<file path="config.mk">
export PLATFORM = sky130hd
export DESIGN_NAME = nec_prefetch
export DESIGN_NICKNAME = d
export VERILOG_FILES = /design/src/rtl/nec_prefetch.sv
export SDC_FILE = /design/constraint.sdc
export NUM_CORES = 1
export LEC_CHECK = 0
export CAP_MARGIN = 25
export CORE_MARGIN = 5
export CORE_UTILIZATION = 47
export DETAILED_ROUTE_END_ITERATION = 8
export HOLD_SLACK_MARGIN = 0.03
export PLACE_DENSITY = 0.86
export SETUP_SLACK_MARGIN = 0.3
export SYNTH_ARGS = -nofsm -noshare
export SYNTH_HDL_FRONTEND = slang
export SYNTH_SLANG_ARGS = --single-unit
</file>
<file path="constraint.sdc">
create_clock -name clk -period 4.3 [get_ports clk]
set_clock_uncertainty 0.05 [all_clocks]
set_input_delay 0.86 -clock clk [delete_from_list [all_inputs] [get_ports clk]]
set_output_delay 0.86 -clock clk [all_outputs]
set_load 0.02 [all_outputs]
</file>
<file path="src/rtl/nec_prefetch.sv">
// Instruction prefetch queue: an 8-byte ring indexed by offset[2:0], refilled by
// word reads from the code segment and redirected by decoder flushes.
module nec_prefetch (
  input  logic            clk,
  input  logic            reset_n,
  input  logic            ce_1,
  input  logic            ce_2,
  input  logic [15:0]     cs,
  input  logic [15:0]     pc,
  input  logic            set_pc,
  input  logic [15:0]     new_pc,
  output logic [7:0][7:0] ipq,
  output logic [3:0]      ipq_len,
  output logic            fetch_req,
  output logic [19:0]     fetch_addr,
  input  logic            fetch_ready,
  input  logic [15:0]     fetch_data
);

  typedef enum logic [1:0] {
    IDLE    = 2'd0,
    FETCH   = 2'd1,
    DISCARD = 2'd2
  } state_t;

  state_t      state;
  state_t      state_nxt;
  logic [15:0] fetch_ofs;
  logic        primed;

  logic        flush;
  logic        done;
  logic        room;
  logic        start;
  logic        fill;
  logic [15:0] span;
  logic [3:0]  free;
  logic [2:0]  wr_idx;
  logic [2:0]  wr_idx_hi;

  assign flush     = set_pc & (ce_1 | ce_2);
  assign done      = ce_1 & fetch_req & fetch_ready;
  assign fetch_req = (state != IDLE);

  // Occupancy is the distance from the consume point to the fill point; the
  // modular subtraction keeps it correct across the 64 KiB segment wrap.
  assign span    = fetch_ofs - pc;
  assign ipq_len = primed ? span[3:0] : 4'd0;
  assign free    = 4'd8 - ipq_len;

  // An odd fill point only needs one slot because only the high byte is kept.
  assign room = fetch_ofs[0] ? (free >= 4'd1) : (free >= 4'd2);

  assign wr_idx    = fetch_ofs[2:0];
  assign wr_idx_hi = wr_idx + 3'd1;

  always_comb begin
    state_nxt = state;
    start     = 1'b0;
    fill      = 1'b0;
    case (state)
      IDLE: begin
        if (!flush && ce_1 && primed && room) begin
          state_nxt = FETCH;
          start     = 1'b1;
        end
      end
      FETCH: begin
        // A flush landing on the completion edge makes the returning word stale.
        if (done) begin
          state_nxt = IDLE;
          fill      = !flush;
        end else if (flush) begin
          state_nxt = DISCARD;
        end
      end
      DISCARD: begin
        if (done) state_nxt = IDLE;
      end
      default: state_nxt = IDLE;
    endcase
  end

  // NOTE: sequential state uses non-blocking assignments so every register
  // samples the pre-edge values regardless of process ordering.
  always_ff @(posedge clk) begin
    if (!reset_n) state <= IDLE;
    else          state <= state_nxt;
  end

  // NOTE: the queue bytes are reset explicitly because their power-on
  // contents are observable on the ipq port; this keeps ipq out of RAM macros.
  always_ff @(posedge clk) begin
    if (!reset_n) begin
      fetch_ofs  <= 16'h0000;
      primed     <= 1'b0;
      fetch_addr <= 20'h00000;
      ipq        <= '0;
    end else begin
      if (start) fetch_addr <= {cs, 4'b0000} + {4'b0000, fetch_ofs[15:1], 1'b0};

      if (flush) begin
        fetch_ofs <= new_pc;
        primed    <= 1'b1;
      end else if (fill) begin
        if (fetch_ofs[0]) begin
          ipq[wr_idx] <= fetch_data[15:8];
          fetch_ofs   <= fetch_ofs + 16'd1;
        end else begin
          ipq[wr_idx]    <= fetch_data[7:0];
          ipq[wr_idx_hi] <= fetch_data[15:8];
          fetch_ofs      <= fetch_ofs + 16'd2;
        end
      end
    end
  end

endmodule

</file>
== Word level (Yosys, flattened, before mapping) ==
Cells that the tools add are included.
W data, S select, Z words.

* Output and inout bits: 89
* Input port bits: 70
* Bits in registers: 103

* Multiplexer cells: 22
* Equality and inequality tests: 5
* Order comparisons: 6
* Bitwise operators: 5
* Reduce and logical (&&, ||, !) cells: 11
* $add $sub $neg: 6

{| class="wikitable"
|+ Operators by type and width
! operator !! count
|-
| $bwmux W64 || 3
|-
| $mux W64 || 1
|-
| $demux W8 S3 || 2
|-
| $mux W16 || 3
|-
| $add A20 B16 Y20 || 1
|-
| $add A16 B1 Y16 const B || 1
|-
| $add A16 B2 Y16 const B || 1
|-
| $mux W8 || 2
|-
| $lt A3 B4 Y1 const B || 2
|-
| $mux W2 || 4
|-
| $ge A3 B1 Y1 const B || 2
|-
| $pmux W2 S3 || 1
|-
| $logic_and A1 B1 Y1 || 5
|-
| $mux W1 || 5
|-
| $ge A4 B1 Y1 const B || 1
|-
| $ge A4 B2 Y1 const B || 1
|-
| $mux W4 || 1
|-
| $ne A2 B2 Y1 const B || 2
|-
| $reduce_bool A2 Y1 || 2
|-
| $sub A4 B4 Y4 || 1
|-
| $sub A4 B4 Y4 const A || 1
|-
| $add A3 B1 Y3 const B || 1
|-
| $and A1 B1 Y1 || 3
|-
| $ne A3 B3 Y1 const B || 1
|-
| other kinds (8) || 8
|}

== Longest topological paths before layout ==
* Word-level depth: 8
* Mapped depth: 14

== Least setup slack after synthesis ==
OpenSTA, ideal clock, no wires.

* Kind: input -> register
* Start: in pc[0]
* End: reg fetch_addr[10]
* Stages: 12
* Arrival: 3.136 ns
* Buffers on the path: 1
* Required time: 4.122 ns
* Path slack: 0.986 ns
* Setup time: 0.128 ns
* Cells stage by stage: ha_1 -> inv_1 -> fa_1 -> and2_1 -> inv_1 -> ha_1 -> or3_1 -> a21oi_1 -> o22ai_4 -> buf_8 -> mux2i_1 -> nor2_1

* Word-level cells in the longest chain between the ends: 8

{| class="wikitable"
|+ RTL lines
! what !! RTL line !! RTL
|-
| from (decl) || 9 || <nowiki>input logic [15:0] pc,</nowiki>
|-
| $sub A4 B4 Y4 * || 47 || <nowiki>assign span = fetch_ofs - pc;</nowiki>
|-
| $mux W4 * || 48 || <nowiki>assign ipq_len = primed ? span[3:0] : 4'd0;</nowiki>
|-
| named net ipq_len[1] || 13 || <nowiki>output logic [3:0] ipq_len,</nowiki>
|-
| $sub A4 B4 Y4 * || 49 || <nowiki>assign free = 4'd8 - ipq_len;</nowiki>
|-
| $ge A4 B2 Y1 or $ge A4 B1 Y1 (tied branches) || 52 || <nowiki>assign room = fetch_ofs[0] ? (free >= 4'd1) : (free >= 4'd2);</nowiki>
|-
| $mux W1 * || 52 ||
|-
| $logic_and A1 B1 Y1 * || 63 || <nowiki>if (!flush && ce_1 && primed && room) begin</nowiki>
|-
| $mux W1 * || 63 ||
|-
| $mux W1 * || 61 || <nowiki>case (state)</nowiki>
|-
| to (signal assigned) || 100 || <nowiki>if (start) fetch_addr <= {cs, 4'b0000} + {4'b0000, fetch_ofs[15:1], 1'b0};</nowiki>
|-
| to (decl) || 15 || <nowiki>output logic [19:0] fetch_addr,</nowiki>
|}

The timed path passes the listed nets; every way through them passes the cells marked *.
A chain may end at the register's enable or synchronous reset.

== Worst setup path in the final report ==
* Start: in pc[0]
* End: out ipq_len[2]

* Word-level cells in the longest chain between the ends: 2

{| class="wikitable"
|+ RTL lines
! what !! RTL line
|-
| $sub A4 B4 Y4 || 47
|-
| $mux W4 || 48
|-
| to (decl) || 13
|}

No other way between the ends.

==> metrics.md <==
| Metric | Value |
|---|---|
| Die area | 12700 um^2 |
| Mapped Cells | 591 |
| CP endpoint kind | primary output |
| Fin crit share | 89.3% |
| Cts hold-fix bufs | 0 |
| Fillers | 870 |
| Die height | 113 um |
| Worst IR drop on VDD | 0.000191 V |
| Initial antenna violation count | 1 |
| Final worst path period need | 3840 ps |
| Final Hold Fails | 0 |
| Kind of critical path | input port to primary output |
| Outcome | finished, final reports clean |
| TNS Setup | 0 ps |
| # IOs | 159 |
| Crit path max fanout | 4 |
| Fraction of layout cells with a size suffix above 1 | 3.83% |
| Req. time, crit path | 3390 ps |
| Final RePlAce weighted congestion | 0.873 |
| Post-Syn Area per Cell | 8.38 um^2 |
| Skew-Pair Late Insertion Delay | 370 ps |
| CP max stage delay | 640 ps |
| Gr ovfl total | 0 |
| Largest net degree at the start of global routing | 42 |
| Drt pass-1 iters | 5 |
| Cells resized by post-CTS repair | 0 |
| Max-slew violations | 0 |
| DP HPWL | 10.3 mm |
| Routed wire length | 13.7 mm |
| Synth Flop Type | dfxtp_1 |
| Wire per inst | 15.8 um |
| H-tree levels | 3 |
| Startpoint types | input port |
| Vias in the first global route | 4799 |
| Cell Pwr Density | 295 nW/um^2 |
| LEAKAGE | 2.66 nW |
| Starting DRT DRC Count | 279 |
| Pre-CTS WS | 255 ps |
| CP dominant cell by count | clkdlybuf4s50_1 |
| EDFF count, synth | 0 |
| CTS tree | done |
| CTS Buffer Depth | 2 |
| DR vias/cell | 5.45 |
| GRT Total Usage | 21.6% |
| CORE AREA | 10300 um^2 |
| Ys async rst share | 0% |
| FF/Latch Area | 2040 um^2 |
| Slowest-stage cell, CP | clkdlybuf4s50_1 |
| Most common cell after layout, fill and taps aside | clkdlybuf4s50_1 |
| Num CTS Buffers | 9 |
| Area growth syn-to-layout | 35.4% |
| Least-Margin Pin Slew | 961 ps |
| Multi-input logic area | 2730 um^2 |
| Most frequent cells in the layout | clkdlybuf4s50_1, nand2_1, dfxtp_1, a21oi_1, nor2_1 |
| Yosys cell types | 55 |
| Reg2reg path depth | 12 |
| Clock sink count | 102 |
| Number of synthesized register bits | 102 |
| RSZ-0062 raised after global routing | no |
| Register area share after synthesis | 41.2% |
| Via count | 4729 |
| Worst hold path class | flip-flop to flip-flop |
| MaxCap Viol Count | 0 |
| # setup viols final | 0 |
| Cells on Worst Hold Path | 2 |
| Worst-path cell chain | clkdlybuf4s50_1 > ha_1 > inv_1 > fa_1 > xnor2_1 > nor2_1 > clkdlybuf4s50_1 |
| YS warnings | 0 |
| Clock edge transition at the registers on the reported setup and hold paths | 100 ps |
| Slew Limit Headroom | 35.9% |
| IO buf count | 145 |
| Row count | 37 |
| Post-CTS setup buffer count | 0 |
| Fmax | 0.260 GHz |
| Post-synth net total | 688 |
| WP data arrival | 2930 ps |
| Nets | 823 |
| First-pass GRT wire length | 22.7 mm |
| Initial Util | 48.2% |
| Syn Std Cell Area | 4950 um^2 |
| DRC viols | 0 |
| Clock root cell | clkbuf_8 |
| Worst setup margin | 459 ps |
| Routed Antenna Nets | 0 |
| Chip width | 113 um |
## per-layer routing
| layer | track usage (%) | part of all wire (%) |
|---|---|---|
| met1 | 26.9 | 42 |
| met2 | 35.5 | 48 |
| met3 | 4.47 | 6.5 |
| met4 | 10.0 | 3.4 |
| met5 | 0 | 0 |
## sequential cells by signal, indices dropped and copies added (netlist names)
name        cells
primed          1
ipq            64
state           2
fetch_addr     19
fetch_ofs      16
## path summary, 6_finish.rpt
check          startpoint              to  slack (ps)
min reg2reg       ipq[48]         ipq[48]         410
max reg2reg  fetch_ofs[0]  fetch_addr[14]         720
max                 pc[0]      ipq_len[2]         460
min               ipq[48]         ipq[48]         410
## per-stage QoR
stage / power (mW) / utilization, % / instance area [um^2] / hold WS (ps) / instances
CTS: 1.99 / 65.2 / 6700 / 414 / 867
global route: 2.07 / 65.2 / 6700 / 437 / 868
floorplan: 1.21 / - / 4950 / 424 / 591
finish: 1.98 / 65.2 / 6700 / 411 / 868
detailed placement: 1.35 / 63.1 / 6490 / 399 / 851
global placement: 1.34 / 63.1 / 6490 / 391 / 851
## synthesized netlist by cell type, types with 2 or more instances
| library cell | number | area share (%) |
|---|---|---|
| inv_1 | 14 | 1.1 |
| nand3b_1 | 2 | 0.30 |
| nand4_1 | 7 | 0.88 |
| or3_1 | 4 | 0.51 |
| a21oi_1 | 70 | 7.1 |
| nand2_1 | 105 | 8.0 |
| nor3_1 | 5 | 0.51 |
| o211ai_1 | 4 | 0.61 |
| o22ai_1 | 3 | 0.38 |
| mux2i_1 | 42 | 8.5 |
| and3_1 | 8 | 1.0 |
| dfxtp_1 | 102 | 41 |
| o21ai_1 | 3 | 0.30 |
| nor2_1 | 69 | 5.2 |
| clkbuf_1 | 20 | 1.5 |
| a22o_1 | 2 | 0.35 |
| fa_1 | 2 | 0.81 |
| nor2b_1 | 4 | 0.51 |
| xor2_1 | 5 | 0.88 |
| nand2b_1 | 6 | 0.76 |
| xnor2_1 | 16 | 2.8 |
| o21ai_0 | 21 | 2.1 |
| buf_2 | 3 | 0.30 |
| nand3_1 | 10 | 1.0 |
| a211oi_1 | 4 | 0.61 |
| a31oi_1 | 4 | 0.51 |
| ha_1 | 25 | 6.3 |
| o21a_1 | 4 | 0.61 |
## kinds of logic (layout without fill, tap and decap cells)
logic type      count (synthesis)  in the layout  synth area share (%)
other cells                     1              2                0.0757
simple gates                  229            229                  20.2
mux                            43             43                  8.72
xor+xnor                       23             23                  4.50
compound gates                125            125                  14.5
buf+inv                        41            181                  3.64
fa+ha+maj                      27             27                  7.13
flops                         102            102                  41.2
## worst max-delay path, delay by kind of cell
| kind | cells | cell delay, ps |
|---|---|---|
| buf+inv | 3 | 1190 |
| simple gates | 1 | 160 |
| xor+xnor | 1 | 180 |
| fa+ha+maj | 2 | 550 |
## cell type report
cell class,count,area share (%)
multi-input combinational,448,40.7
sequential,102,30.5
timing repair buffer,150,22.2
tap,136,2.54
clock buffer,10,2.05
clock inverter,6,1.16
inverter,15,0.840
antenna,1,0.0373
## report_power, final
| group | switching (mW) | leakage, nW | total [mW] | internal (mW) |
|---|---|---|---|---|
| Sequential | 0.0253 | 0.826 | 0.992 | 0.967 |
| Clock | 0.353 | 0.107 | 0.649 | 0.296 |
| Combinational | 0.175 | 1.73 | 0.340 | 0.165 |
| Total | 0.553 | 2.66 | 1.98 | 1.43 |
No activity file was read; power rests on OpenSTA's default activity.
